--- src/rtl/elastic_buf.sv ---
// Elastic buffer: DEPTH-entry show-ahead FIFO with a valid/ready handshake on both sides.
// It also reports occupancy and has a synchronous flush. All status outputs come from the registered count.
module elastic_buf #(
  parameter int DATA_W = 32,
  parameter int DEPTH  = 4,
  parameter int CNT_W  = $clog2(DEPTH) + 1
) (
  input  logic              clk,
  input  logic              reset,
  input  logic              flush,
  input  logic              in_valid,
  output logic              in_ready,
  input  logic [DATA_W-1:0] data_in,
  output logic              out_valid,
  input  logic              out_ready,
  output logic [DATA_W-1:0] data_out,
  output logic [CNT_W-1:0]  count,
  output logic              full,
  output logic              empty
);

  localparam int PTR_W = $clog2(DEPTH);

  generate
    if (DATA_W < 1 || DEPTH < 2 || (DEPTH & (DEPTH - 1)) != 0) begin : g_param_chk
      $error("elastic_buf: DATA_W must be >=1 and DEPTH a power of two >=2");
    end
  endgenerate

  logic [DATA_W-1:0] mem [DEPTH];
  logic [PTR_W-1:0]  wr_ptr, rd_ptr;
  logic              push, pop;

  assign full      = (count == CNT_W'(DEPTH));
  assign empty     = (count == '0);
  assign in_ready  = !full;
  assign out_valid = !empty;
  assign push      = in_valid & in_ready;
  assign pop       = out_valid & out_ready;

  // Stored words are masked to zero when empty, so a stale entry is never exposed after a flush.
  assign data_out  = empty ? '0 : mem[rd_ptr];

  always_ff @(posedge clk or posedge reset) begin
    if (reset) begin
      wr_ptr <= '0;
      rd_ptr <= '0;
      count  <= '0;
    end else if (flush) begin
      wr_ptr <= '0;
      rd_ptr <= '0;
      count  <= '0;
    end else begin
      if (push) wr_ptr <= wr_ptr + 1'b1;
      if (pop)  rd_ptr <= rd_ptr + 1'b1;
      case ({push, pop})
        2'b10:   count <= count + 1'b1;
        2'b01:   count <= count - 1'b1;
        default: count <= count;
      endcase
    end
  end

  always_ff @(posedge clk or posedge reset) begin
    if (reset) begin
      for (int i = 0; i < DEPTH; i++) mem[i] <= '0;
    end else if (push && !flush) begin
      mem[wr_ptr] <= data_in;
    end
  end

  a_count_range: assert property (@(posedge clk) disable iff (reset) count <= CNT_W'(DEPTH));
  a_no_push_full: assert property (@(posedge clk) disable iff (reset) full |-> !push);
  a_no_pop_empty: assert property (@(posedge clk) disable iff (reset) empty |-> !pop);

endmodule

--- config.mk ---
export PLATFORM = sky130hd
export DESIGN_NAME = elastic_buf
export DESIGN_NICKNAME = d
export VERILOG_FILES = /design/src/rtl/elastic_buf.sv
export SDC_FILE = /design/constraint.sdc
export NUM_CORES = 1
export LEC_CHECK = 0
export ABC_AREA = 0
export BUFFER_PORTS_ARGS = -buffer_cell sky130_fd_sc_hd__buf_2
export CAP_MARGIN = 20
export CORE_ASPECT_RATIO = 0.8
export CORE_MARGIN = 1.5
export CORE_UTILIZATION = 35
export CTS_CLUSTER_DIAMETER = 60
export DETAILED_ROUTE_END_ITERATION = 6
export GPL_TIMING_DRIVEN = 0
export PLACE_DENSITY = 0.58
export SLEW_MARGIN = 40
export SYNTH_ARGS = -nofsm -noshare
export SYNTH_HDL_FRONTEND = slang
export SYNTH_SLANG_ARGS = --single-unit
--- constraint.sdc ---
create_clock -name clk -period 9.2 [get_ports clk]
set_input_delay 0.92 -clock clk [delete_from_list [all_inputs] [get_ports clk]]
set_output_delay 0.92 -clock clk [all_outputs]
set_load 0.05 [all_outputs]
==> metrics, run 1 <==
number of port buffers 74; Adder-Cell Fraction of Synth Area 1.11%; number of gates resized after CTS 0; measured slew at the worst slew-check pin 0.781 ns; mux share of post-synthesis cell area 34.3%; worst ir drop on vdd 112 uV; row count 43; H-tree Lvls 4; Fmax 0.291 GHz; gr ovfl total 0; FFs w/ async S/R, synth 100%; Initial Util 36.0%; via count 3702; Final GP Congestion 0.710; fill count 1566; Mapped Area 6300 um2; RSZ-0062 raised after global routing false; final WL 13600 um; Yosys reg bits 135; Worst Skew 0.00872 ns; Post-synth EDFFs 0; vias in the first global route 4102; cell taking the most area after synthesis dfrtp_1; final instance area 7610 um2; DRC viols 6; Area growth syn-to-layout 20.9%; total of max-cap violations 0; Top FF cell, synth dfrtp_1; complex-gate fraction of the synthesized area 1.01%; Root Buffer clkbuf_16; I/O pin cnt 76; Post-CTS Setup Bufs 0; Mean Syn Cell Area 15.4 um2; global-route wire length before repair 22400 um; chip height 123 um; Hold Fails Final Rpt 0; post-synthesis sequential area ratio 53.7%; Nets 546; WS Path Type reg -> out; Synth Area in Simple Gates 5.80%; initial antenna violation count 1; count of final setup violators 0; DR iter-0 viols 155; Arrival @ worst endpoint 2.51 ns; DP Wirelength 9050 um; share of the synthesized area in the top cell type 53.7%; Num CTS Buffers 17; Slew headroom 48.0%; Synth Area in XOR/XNOR 0.556%; hold-fix buffers at CTS 0; TritonRoute pass-1 iters 7; wire per inst 18.3 um; Min Clock Period, post-route 3.43 ns; dpl cell area 6980 um2; total power 2.35 mW; CTS tree built; clock latency on the worst-skew pair 0.42 ns; GR Util All Layers 15.9%; period utilisation layout 37.3%; top-count cell post-synth dfrtp_1; Synth Warn # 0; P_leak 3.48 nW; status complete, but fails checks; clk sinks 135; pwr dens 309 nW/um2; Syn Nets 452; reg-to-reg slack, setup 6.76 ns; Min-Delay Path Class reg -> reg; top post-synthesis cells by area dfrtp_1, mux2_2, mux4_2; final core utilization 43.5%; layout cells sized above 1 56.1%; WP data required 8.28 ns; Routed Antenna Nets 0; crit end category output pin; main combinational cell family by area after synthesis multiplexers; clock buffer depth 2; total negative slack 0 ns; crit-path max FO 10; final max-slew violation count 0; Synth top cells by count dfrtp_1, mux2_2, and2_1, mux4_2, buf_6; startpoint types flop; failing checks DRC; die area 18800 um2; Clk pin slew, worst setup/hold paths 0.06 ns; Die X 153 um; Yosys cell types 33; Syn Inst Count 410; largest net degree at the start of global routing 84; mean number of vias per cell 4.98; Core Region 17500 um2
==> cell usage in the layout (no fill, tap or decap), drive strengths merged <==
master,count
dfrtp,135
mux2,128
buf,90
mux4,32
and2,32
clkbuf,29
nand2,10
nor2,8
inv,8
nand3,5
clkinv,5
ha,4
bufinv,4
o21ai,3
clkinvlp,3
xor2,2
a21oi,2
xnor2,2
or3b,2
or3,2
diode,1
nor3b,1
and3,1
o21bai,1
o221ai,1
a31oi,1
nand2b,1
a41oi,1
nor3,1
and2b,1
a211oi,1
fa,1
==> critical path, stage by stage, from the launching register on <==
cell and delay, ns:
dfrtp_1 0.33, clkbuf_1 0.31, clkbuf_1 0.64, mux4_2 0.42
and2_1 0.18, buf_2 0.21
==> per-stage QoR <==
stage          setup slack [ns]  cells  hold slack (ns)
3_5_place_dp               6.13    710            0.490
4_1_cts                    5.67    742            0.504
6_report                   5.77    743            0.498
5_1_grt                    5.57    742            0.508
3_3_place_gp               3.26    709            0.481
2_1_floorplan              4.67    410            0.474
==> power by group <==
group	total [mW]	switching [mW]	internal, mW
Combinational	0.716	0.369	0.347
Clock	0.720	0.265	0.455
Sequential	0.915	0.105	0.810
==> cells by family (layout without fill, tap and decap cells) <==
kind of cell	Yosys count	in the layout
AND/OR/NAND/NOR	64	64
flip-flops	135	135
buffers and inverters	32	139
adder cells (fa/ha/maj)	5	5
AO/OA/AOI/OAI	10	10
multiplexers	160	160
XOR/XNOR	4	4
other	0	1
==> worst paths after layout <==
kind / startpoint / to / depth (start not counted)
setup / recovery: rd_ptr[1] / data_out[18] / 5
hold / removal: mem[55] / mem[55] / 1
setup reg to reg: count[0] / count[2] / 7
hold reg to reg: mem[55] / mem[55] / 1
max in group asynchronous: reset / mem[123] / 3
min in group asynchronous: reset / mem[11] / 2
==> state kept, by name, indices dropped and copies added (netlist names) <==
| signal | cells |
|---|---|
| rd_ptr | 2 |
| count | 3 |
| mem | 128 |
| wr_ptr | 2 |
==> cell type report <==
cell class / count / area [um2] / area share, %
diodes: 1 / 2.50 / 0.0329
plain buffers: 27 / 203 / 2.66
clock buffers: 17 / 425 / 5.59
clock inverters: 15 / 200 / 2.63
inverters: 5 / 26.3 / 0.345
multi-input cells: 243 / 2700 / 35.4
flip-flops and latches: 135 / 3380 / 44.4
well taps: 225 / 282 / 3.70
repair buffers: 75 / 398 / 5.23
==> metal layers <==
metal	wire length (um)	global-route usage [%]
met5	0	0
met4	242	6.74
met3	478	4.10
met2	6500	25.9
met1	6380	20.4
No activity file was read; power rests on OpenSTA's default activity.
==> run 2: changes to the inputs <==
==> constraint.sdc (replaced) <==
create_clock -name clk -period 3.2 [get_ports clk]
set_input_delay 0.32 -clock clk [delete_from_list [all_inputs] [get_ports clk]]
set_output_delay 0.32 -clock clk [all_outputs]
set_load 0.05 [all_outputs]
==> run 2 against run 1 <==
Sequential share of layout area decreased by 0.62 points. The flow still finishes with violations (DRC). Via count increased by 0.14%. Clock skew decreased by 0.0011 ns. Largest power group unchanged. Hold slack got worse by 0.33 ns. Final cell count increased by 0.54%. Wire length decreased by 0.15%. Setup slack got worse by 5.4 ns. Critical path type unchanged.
==> metrics, run 2 (synthesis results as in run 1) <==
P_leak 3.53 nW (was 3.48 nW); Min-Delay Path Class in -> reg (was reg -> reg); RSZ-0062 raised after global routing false (unchanged); most common cell after layout, fill and taps aside dfrtp_1 (unchanged); total of max-cap violations 0 (unchanged); I/O pin cnt 76 (unchanged); wire per inst 18.2 um (was 18.3 um); status complete, but fails checks (unchanged); ANT cells 0 (was 1); Routed Antenna Nets 0 (unchanged); mean number of vias per cell 4.96 (was 4.98); measured slew at the worst slew-check pin 0.810 ns (was 0.781 ns); FF-to-FF Start count[1] (was count[0]); DP Wirelength 9220 um (was 9050 um); dpl cells 714 (was 710); clock buffer depth 2 (unchanged); H-tree Lvls 4 (unchanged); row count 43 (unchanged); crit-path max FO 11 (was 10); die area 18800 um2 (unchanged); max reg flops 128 (unchanged); failing checks DRC (unchanged); Nets 551 (was 546); largest net degree at the start of global routing 28 (was 84); Initial Util 36.0% (unchanged); clk sinks 135 (unchanged); most frequent cells in the layout dfrtp_1, mux2_2, buf_2, mux4_2, and2_1 (unchanged); GR Util All Layers 15.7% (was 15.9%); Final GP Congestion 0.709 (was 0.710); Hold Fails Final Rpt 0 (unchanged); final max-slew violation count 0 (unchanged); initial antenna violation count 0 (was 1); Worst Skew 0.00758 ns (was 0.00872 ns); DRC viols 5 (was 6); Place WS 0.746 ns (was 6.13 ns); Largest Register mem (unchanged); crit end category output pin (unchanged); pwr dens 881 nW/um2 (was 309 nW/um2); Hold EP mem[79] (was mem[55]); startpoint types flop (unchanged); Num CTS Buffers 17 (unchanged); global-route wire length before repair 22000 um (was 22400 um); TritonRoute pass-1 iters 7 (unchanged); Area growth syn-to-layout 22.6% (was 20.9%); period utilisation layout 88.4%; Min Clock Period, post-route 2.83 ns; worst ir drop on vdd 350 uV (was 112 uV); final WL 13600 um (about the same); vias in the first global route 4033 (was 4102); Die X 153 um (unchanged); non-filler instance count after layout 747 (was 743); Post-CTS Setup Bufs 0 (unchanged); gr ovfl total 0 (unchanged); total negative slack 0 ns (unchanged); R2R cell count 6 (was 7); chip height 123 um (unchanged); Arrival @ worst endpoint 2.51 ns (about the same); hold_sp data_in[15] (was mem[55]); count of final setup violators 0 (unchanged); worst hold path cell count 2 (was 1); CTS tree built (unchanged); reg-to-reg slack, setup 0.81 ns (was 6.76 ns); Root Buffer clkbuf_16 (unchanged); number of port buffers 74 (unchanged); Fmax 0.354 GHz; clock latency on the worst-skew pair 0.42 ns (about the same); Clk pin slew, worst setup/hold paths 0.06 ns (about the same); top flop regs mem: 128 flops, count: 3 flops (unchanged); reg2reg end count[1] (was count[2]); Slew headroom 46.0% (was 48.0%); layout cells sized above 1 55.9% (was 56.1%); DR iter-0 viols 124 (was 155); via count 3707 (was 3702); final core utilization 44.1% (was 43.5%); WS Path Type reg -> out (unchanged); Core Region 17500 um2 (unchanged); WP data required 2.88 ns (was 8.28 ns); PnR worst setup slack 0.371 ns (was 5.77 ns)
## run 2: cell types whose count changed in the layout (fill, tap and decap cells not counted)
| cell | change |
|---|---|
| buf_12 | +3 |
| clkbuf_8 | +3 |
| clkinv_2 | -3 |
| clkbuf_1 | +2 |
| clkinv_4 | +2 |
| inv_8 | -2 |
| buf_16 | +1 |
| clkinvlp_4 | -1 |
| diode_2 | -1 |
| dlygate4sd3_1 | +1 |
| inv_6 | -1 |
## run 2: final cells by class
cell class,count,area (um2)
Fill cell,1569,9770
Sequential cell,135,3380
Multi-Input combinational cell,243,2700
Timing Repair Buffer,80,495
Clock buffer,22,474
Tap cell,225,282
Buffer,27,203
Clock inverter,10,168
Inverter,5,22.5
## run 2: what timing repair did
action	CTS	global route
resized for setup	0	0
hold buffers	1	0
endpoints found under the hold margin	20	0
## run 2: per-stage QoR
| stage | instance area, um2 | total power, mW | hold WS [ns] |
|---|---|---|---|
| after floorplan | 6300 | 4.24 | 0.470 |
| after global placement | 6950 | 4.64 | 0.481 |
| after detailed placement | 7070 | 4.76 | 0.406 |
| after CTS | 7720 | 6.89 | 0.154 |
| after global routing | 7720 | 7.16 | 0.166 |
| final | 7720 | 6.80 | 0.167 |
## run 2: worst max-delay path: stages (launching register included)
cell,delay (ns)
dfrtp_1,0.54
or3_2,0.18
clkbuf_1,0.38
clkbuf_1,0.46
and2_1,0.25
buf_2,0.28
## run 2: worst max-delay path by stage
stage	start	endpoint	slack (ns)
detailed placement	count[0]	data_out[30]	0.75
floorplan	count[0]	data_out[19]	0.57
global placement	reset	mem[17]	0.40
CTS	count[0]	data_out[30]	0.31
finish	count[0]	data_out[30]	0.37
global route	count[0]	data_out[30]	0.12
## run 2: power breakdown
part / switching, mW / internal [mW]
Combinational: 1.06 / 1.01
Clock: 0.737 / 1.37
Sequential: 0.294 / 2.33
Total: 2.10 / 4.71
## run 2: layer usage
layer	global-route usage [%]	vias to the layer above	part of all wire, %
li1	-	1699	-
met1	20.8	1931	47
met2	24.8	61	47
met3	4.45	16	4.2
met4	5.82	0	1.6
met5	0	-	0
